`config.mk`:
```
export PLATFORM = sky130hd
export DESIGN_NAME = stream_demux_1_4_flat
export DESIGN_NICKNAME = d
export VERILOG_FILES = /design/src/rtl/stream_demux_1_4_pkg.sv /design/src/rtl/stream_demux_1_4_if.sv /design/src/rtl/stream_demux_1_4_slot.sv /design/src/rtl/stream_demux_1_4.sv /design/src/flat_wrapper.sv
export SDC_FILE = /design/constraint.sdc
export NUM_CORES = 1
export LEC_CHECK = 0
export BUFFER_PORTS_ARGS = -buffer_cell sky130_fd_sc_hd__buf_2
export CAP_MARGIN = 20
export CORE_UTILIZATION = 52
export DETAILED_ROUTE_END_ITERATION = 10
export GPL_TIMING_DRIVEN = 1
export PLACE_DENSITY_LB_ADDON = 0.25
export REMOVE_ABC_BUFFERS = 1
export SYNTH_ARGS = -nofsm -noshare
export SYNTH_HDL_FRONTEND = slang
export SYNTH_SLANG_ARGS = --single-unit
export TNS_END_PERCENT = 10
```
`constraint.sdc`:
```
create_clock -name clk -period 3.09 [get_ports clk]
set_input_delay 0.309 -clock clk [delete_from_list [all_inputs] [get_ports clk]]
set_output_delay 0.309 -clock clk [all_outputs]
set_load 0.1 [all_outputs]
```
`src/rtl/stream_demux_1_4_pkg.sv`:
```
// ---------------------------------------------------------------------------
// stream_demux_pkg
// Shared types and constants for the 1-to-4 stream demultiplexer.
//   NCH          : number of output channels.
//   chan_sel_t   : channel select carried alongside each input word.
//   slot_state_t : per-channel holding slot state (EMPTY / FULL).
//   sel_decode   : one-hot decode of a channel select.
// ---------------------------------------------------------------------------
package stream_demux_pkg;

    localparam int NCH = 4;

    typedef logic [1:0] chan_sel_t;

    typedef enum logic {
        SLOT_EMPTY = 1'b0,
        SLOT_FULL  = 1'b1
    } slot_state_t;

    function automatic logic [NCH-1:0] sel_decode(input chan_sel_t sel);
        logic [NCH-1:0] onehot;
        onehot      = '0;
        onehot[sel] = 1'b1;
        return onehot;
    endfunction

endpackage

```
`src/rtl/stream_demux_1_4_if.sv`:
```
// ---------------------------------------------------------------------------
// stream_demux_1_4_if
// Bundles the input channel and the four output channels of the demux.
//   in_valid / in_ready / in_data / in_sel : producer-side handshake.
//   out_valid[k] / out_ready[k]           : consumer k handshake.
//   out_data0 .. out_data3                : contents of slots 0..3.
// Modports:
//   slave  : the demux itself (accepts input, drives outputs).
//   master : the environment (producer + consumers).
// ---------------------------------------------------------------------------
interface stream_demux_1_4_if
    import stream_demux_pkg::*;
#(
    parameter int W = 4
);

    logic           in_valid;
    logic           in_ready;
    logic [W-1:0]   in_data;
    chan_sel_t      in_sel;
    logic [NCH-1:0] out_valid;
    logic [NCH-1:0] out_ready;
    logic [W-1:0]   out_data0;
    logic [W-1:0]   out_data1;
    logic [W-1:0]   out_data2;
    logic [W-1:0]   out_data3;

    modport slave (
        input  in_valid,
        input  in_data,
        input  in_sel,
        input  out_ready,
        output in_ready,
        output out_valid,
        output out_data0,
        output out_data1,
        output out_data2,
        output out_data3
    );

    modport master (
        output in_valid,
        output in_data,
        output in_sel,
        output out_ready,
        input  in_ready,
        input  out_valid,
        input  out_data0,
        input  out_data1,
        input  out_data2,
        input  out_data3
    );

endinterface

```
`src/rtl/stream_demux_1_4_slot.sv`:
```
// ---------------------------------------------------------------------------
// demux_slot
// One-entry holding slot for a single output channel.
//   clk, rst_n   : clock, asynchronous active-low reset.
//   load         : word is being transferred into this slot this cycle.
//   load_data    : word to capture on load.
//   drain_ready  : consumer accepts the held word this cycle.
//   valid        : slot holds a word (registered).
//   data         : held word; keeps the last loaded value when empty.
//   state        : slot FSM state, used by the parent for ready muxing.
// The parent only asserts load on a FULL slot when drain_ready is also high,
// so a load while FULL is always a same-cycle reload with no bubble.
// ---------------------------------------------------------------------------
module demux_slot
    import stream_demux_pkg::*;
#(
    parameter int W = 4
) (
    input  logic        clk,
    input  logic        rst_n,
    input  logic        load,
    input  logic [W-1:0] load_data,
    input  logic        drain_ready,
    output logic        valid,
    output logic [W-1:0] data,
    output slot_state_t state
);

    always_ff @(posedge clk or negedge rst_n) begin
        if (!rst_n) begin
            state <= SLOT_EMPTY;
            valid <= 1'b0;
            data  <= '0;
        end else begin
            case (state)
                SLOT_EMPTY: begin
                    if (load) begin
                        state <= SLOT_FULL;
                        valid <= 1'b1;
                        data  <= load_data;
                    end
                end
                SLOT_FULL: begin
                    if (load) begin
                        // reload: old word leaves, new word arrives, stay FULL
                        data <= load_data;
                    end else if (drain_ready) begin
                        state <= SLOT_EMPTY;
                        valid <= 1'b0;
                    end
                end
                default: begin
                    state <= SLOT_EMPTY;
                    valid <= 1'b0;
                end
            endcase
        end
    end

endmodule

```
`src/rtl/stream_demux_1_4.sv`:
```
// ---------------------------------------------------------------------------
// stream_demux_1_4
// Registered 1-to-4 stream demultiplexer. Each input word is routed to the
// output channel named by in_sel and held in that channel's one-entry slot
// until its consumer takes it. A stalled consumer blocks only words
// addressed to its own channel.
//   clk, rst_n : clock, asynchronous active-low reset.
//   bus        : stream_demux_1_4_if.slave
//                in_valid/in_ready/in_data/in_sel  - producer handshake
//                out_valid/out_ready/out_data0..3  - consumer handshakes
// ---------------------------------------------------------------------------
module stream_demux_1_4
    import stream_demux_pkg::*;
#(
    parameter int W = 4
) (
    input  logic                clk,
    input  logic                rst_n,
    stream_demux_1_4_if.slave   bus
);

    slot_state_t    slot_state [NCH];
    logic [W-1:0]   slot_data  [NCH];
    logic [NCH-1:0] slot_valid;
    logic [NCH-1:0] slot_load;
    logic           in_ready;
    logic           in_xfer;

    // Ready reflects only the addressed slot; in_valid is deliberately
    // not part of this term.
    always_comb begin
        in_ready = (slot_state[bus.in_sel] != SLOT_FULL) || bus.out_ready[bus.in_sel];
    end

    always_comb begin
        in_xfer   = bus.in_valid && in_ready;
        slot_load = sel_decode(bus.in_sel) & {NCH{in_xfer}};
    end

    for (genvar k = 0; k < NCH; k++) begin : g_slot
        demux_slot #(
            .W (W)
        ) u_slot (
            .clk         (clk),
            .rst_n       (rst_n),
            .load        (slot_load[k]),
            .load_data   (bus.in_data),
            .drain_ready (bus.out_ready[k]),
            .valid       (slot_valid[k]),
            .data        (slot_data[k]),
            .state       (slot_state[k])
        );
    end

    assign bus.in_ready  = in_ready;
    assign bus.out_valid = slot_valid;
    assign bus.out_data0 = slot_data[0];
    assign bus.out_data1 = slot_data[1];
    assign bus.out_data2 = slot_data[2];
    assign bus.out_data3 = slot_data[3];

endmodule

```
`src/flat_wrapper.sv`:
```
// flat-port wrapper written by rule: the top's interface ports become plain ports
module stream_demux_1_4_flat import stream_demux_pkg::*;
#(
    parameter int W = 4
)
  (clk, rst_n, bus_in_valid, bus_in_data, bus_in_sel, bus_out_ready, bus_in_ready, bus_out_valid, bus_out_data0, bus_out_data1, bus_out_data2, bus_out_data3);
  stream_demux_1_4_if #(.W(W)) bus_i ();
  input  logic clk;
  input  logic rst_n;
  input wire logic [$bits(bus_i.in_valid)-1:0] bus_in_valid;
  input wire logic [$bits(bus_i.in_data)-1:0] bus_in_data;
  input wire logic [$bits(bus_i.in_sel)-1:0] bus_in_sel;
  input wire logic [$bits(bus_i.out_ready)-1:0] bus_out_ready;
  output wire logic [$bits(bus_i.in_ready)-1:0] bus_in_ready;
  output wire logic [$bits(bus_i.out_valid)-1:0] bus_out_valid;
  output wire logic [$bits(bus_i.out_data0)-1:0] bus_out_data0;
  output wire logic [$bits(bus_i.out_data1)-1:0] bus_out_data1;
  output wire logic [$bits(bus_i.out_data2)-1:0] bus_out_data2;
  output wire logic [$bits(bus_i.out_data3)-1:0] bus_out_data3;
  assign bus_i.in_valid = bus_in_valid;
  assign bus_i.in_data = bus_in_data;
  assign bus_i.in_sel = bus_in_sel;
  assign bus_i.out_ready = bus_out_ready;
  assign bus_in_ready = bus_i.in_ready;
  assign bus_out_valid = bus_i.out_valid;
  assign bus_out_data0 = bus_i.out_data0;
  assign bus_out_data1 = bus_i.out_data1;
  assign bus_out_data2 = bus_i.out_data2;
  assign bus_out_data3 = bus_i.out_data3;
  stream_demux_1_4 #(.W(W)) u_core (.clk(clk), .rst_n(rst_n), .bus(bus_i));
endmodule
```
==> summary.md <==
| Metric | Value |
|---|---|
| Placed Cells | 131 |
| Area grow syn2layout | 20.8% |
| Final net count | 125 |
| Leading area contributor after synthesis | dfrtp_1 |
| Htree depth | 1 |
| CP Buf/Inv Count | 1 |
| Final clock skew | ~4.7 ps |
| CP delay by family, top | multiplexers |
| Final setup viols | 0 |
| Vias in the first global route | between 600 and 700 |
| Clock power share | 14.0% |
| CTS tree | built |
| First-pass GRT wire length | about 2.8 mm |
| Worst skew pair latency | 300 ps |
| Syn Inst Count | 77 |
| PD cells | 922 nW/µm² |
| Post-cts sizing count | 0 |
| Post-route DRC | 0 |
| Initial DRC Count | 7 |
| Avg Cell Area, Syn | 13.3 µm² |
| Internal cell power | roughly 540 µW |
| Row cnt | 15 |
| Total clock sinks | 24 |
| Maximum VDD drop | around 540 µV |
| Crit. End Element | primary output |
| CTS Root Cell | clkbuf_4 |
| Post-synthesis sequential area ratio | ~59% |
| Gr usage total | slightly below 20% |
| FF-to-FF Start | u_core.g_slot[1].u_slot.state |
| Initial antenna violation count | 0 |
| Crit-path max cell delay | 460 ps |
| Logic pwr share | 50.7% |
| Gr ovfl total | 0 |
| Min-delay src | bus_out_ready[2] |
| Critical Path Start Type | register |
| CP Data Arrival Time | 1550 ps |
| Area after DPL | 1190 µm² |
| Hold Crit Class | input port to register |
| Worst-margin pin slew | 516 ps |
| Setup TNS | 0 ps |
| Sw power | 604 µW |
| Critical path required time | between 2000 and 3000 ps |
| Final min period | 1860 ps |
| First drt pass iteration count | 4 |
| Synth Cell Area | 1020 µm² |
| IO Count | 34 |
| Fin cells | between 100 and 150 |
| Final Util | 69.4% |
| Largest net degree at the start of global routing | 25 |
| Critical path origin | u_core.g_slot[3].u_slot.state |
| Commonest cells after routing, fill and taps aside | buf_2 (33), dfrtp_1 (24), mux2_2 (16) |
| Synth top area share | 58.6% |
| Switching share of total power | 52.9% |
| Total CTS buffers | 3 |
| Share of post-route cells with drive strength above 1 | a little over half |
| Clock slew at reported path FFs | 120 ps |
| DIE HEIGHT | 46.4 µm |
| Post-Route WL | 1.73 mm |
| Commonest non-fill, non-tap cell in the layout | buf_2 |
| Initial Utilization | 57.5% |
| Ranking of synthesized cells by area | dfrtp_1 (59%), mux2_2 (18%), nand2_1 (3.7%) |
| Min Hold Slack | 264 ps |
| Via density | ~5.0 |
| Buffers on Ports | 33 |
| Die width | around 46 µm |
| DR WL/cell | 12.7 µm |
| Core Area | 1780 µm² |
| Run status | complete, no violations |
| Max-Cap Viols | 0 |
| Kind of critical path | register to primary output |
| Period utilization | 60.2% |
| Synth cell types | 16 |
| Final Hold Vio Count | 0 |
| Clock Tree Buf Depth | 2 |
| Power share of the sequential group | 35.4% |
| Slowest cell on crit path | mux4_2 |
| Headroom to the max-slew limit | 65.6% |
| Synth Warn # | 0 |
| RD Place Congestion | 0.765 |
| Final ANT Viol Nets | 0 |
| Leakage | 0.000612 µW |
| Critical Path, Cell by Cell | nand2b_1 > mux4_2 > buf_2 |
| N_diodes | 0 |
| Die area | 2150 µm² |
| Via count | 678 |
| Fin area | 1240 µm² |
| Critical-path maximum fanout | 3 |
| Number of setup buffers added after CTS | 0 |
| Post-synth EDFFs | 0 |
| FMAX | 538 MHz |
| Asr flop ratio synth | 100% |
| Final Slew Violations | 0 |
| Top FF cell, synth | dfrtp_1 |
| Hpwl dp | 1.39 mm |
| RSZ-0062 raised after global routing | no |
| #FFs+latches synth | 24 |
-- flip-flops by register name (all words and copies together) (netlist names) --
register                    cells
u_core.g_slot.u_slot.state      4
u_core.g_slot.u_slot.data      16
u_core.g_slot.u_slot.valid      4
-- path summary, 6_finish.rpt --
kind                                                   endpoint  slack (ps)  depth (start not counted)
max in group asynchronous       u_core.g_slot[0].u_slot.data[2]        2250                          2
worst min register to register    u_core.g_slot[0].u_slot.valid         490                          1
worst min-delay path              u_core.g_slot[2].u_slot.valid         260                          4
worst max register to register  u_core.g_slot[1].u_slot.data[2]        1750                          3
worst max-delay path                               bus_in_ready        1230                          3
min in group asynchronous         u_core.g_slot[1].u_slot.state         490                          2
-- cell type report --
cell class	count	area, µm²
Tap cell	25	31.3
Sequential cell	24	601
Inverter	3	11.3
Multi-Input combinational cell	46	383
Timing Repair Buffer	34	175
Clock buffer	4	36.3
Fill cell	146	546
-- synthesized netlist by cell type (all sizes together), types with 2 or more instances --
| cell | count |
|---|---|
| a21oi | 5 |
| inv | 3 |
| nor3b | 2 |
| buf | 4 |
| nand2 | 10 |
| nor2b | 3 |
| dfrtp | 24 |
| nand2b | 4 |
| mux2 | 16 |
-- stage by stage --
step | setup slack [ps] | total power, µW
2_1_floorplan | 1580 | 896
3_3_place_gp | 1440 | 982
3_5_place_dp | 1440 | 993
4_1_cts | 1200 | 1160
5_1_grt | 1150 | 1190
6_report | 1230 | 1140
-- cell families after synthesis --
group | after synthesis | synth area share [%]
compound gates | 8 | 4.52
simple gates | 21 | 13.1
mux | 17 | 19.8
flops | 24 | 58.6
buf+inv | 7 | 4.03
-- power by group through the flow --
stage	registers, µW	clock network (µW)	logic (µW)
global route	412	180	597
detailed placement	412	0	581
CTS	405	168	582
finish	404	159	579
floorplan	818	0	77.3
global placement	408	0	574
-- metal layers --
metal / share of wire, % / routed length [µm] / GRT usage (%) / vias up
met3: 3.8 / 66 / 4.71 / 2
met2: 56 / 971 / 35.3 / 18
met1: 39 / 674 / 19.8 / 331
met4: 1.0 / 18 / 12.4 / 0
li1: - / - / - / 327
met5: 0 / 0 / 0 / -
-- what timing repair did --
action	4_1_cts	5_1_grt
endpoints found under the setup margin	0	0
hold endpoints to repair	24	0
hold buffers	1	0
-- worst min-delay path, delay by kind of cell --
family	cells	cell delay (ps)
AOI/OAI and AO/OA	1	60
buffers and inverters	1	80
and+or+nand+nor	2	100
Note: power is estimated with default switching activity, not from simulation.
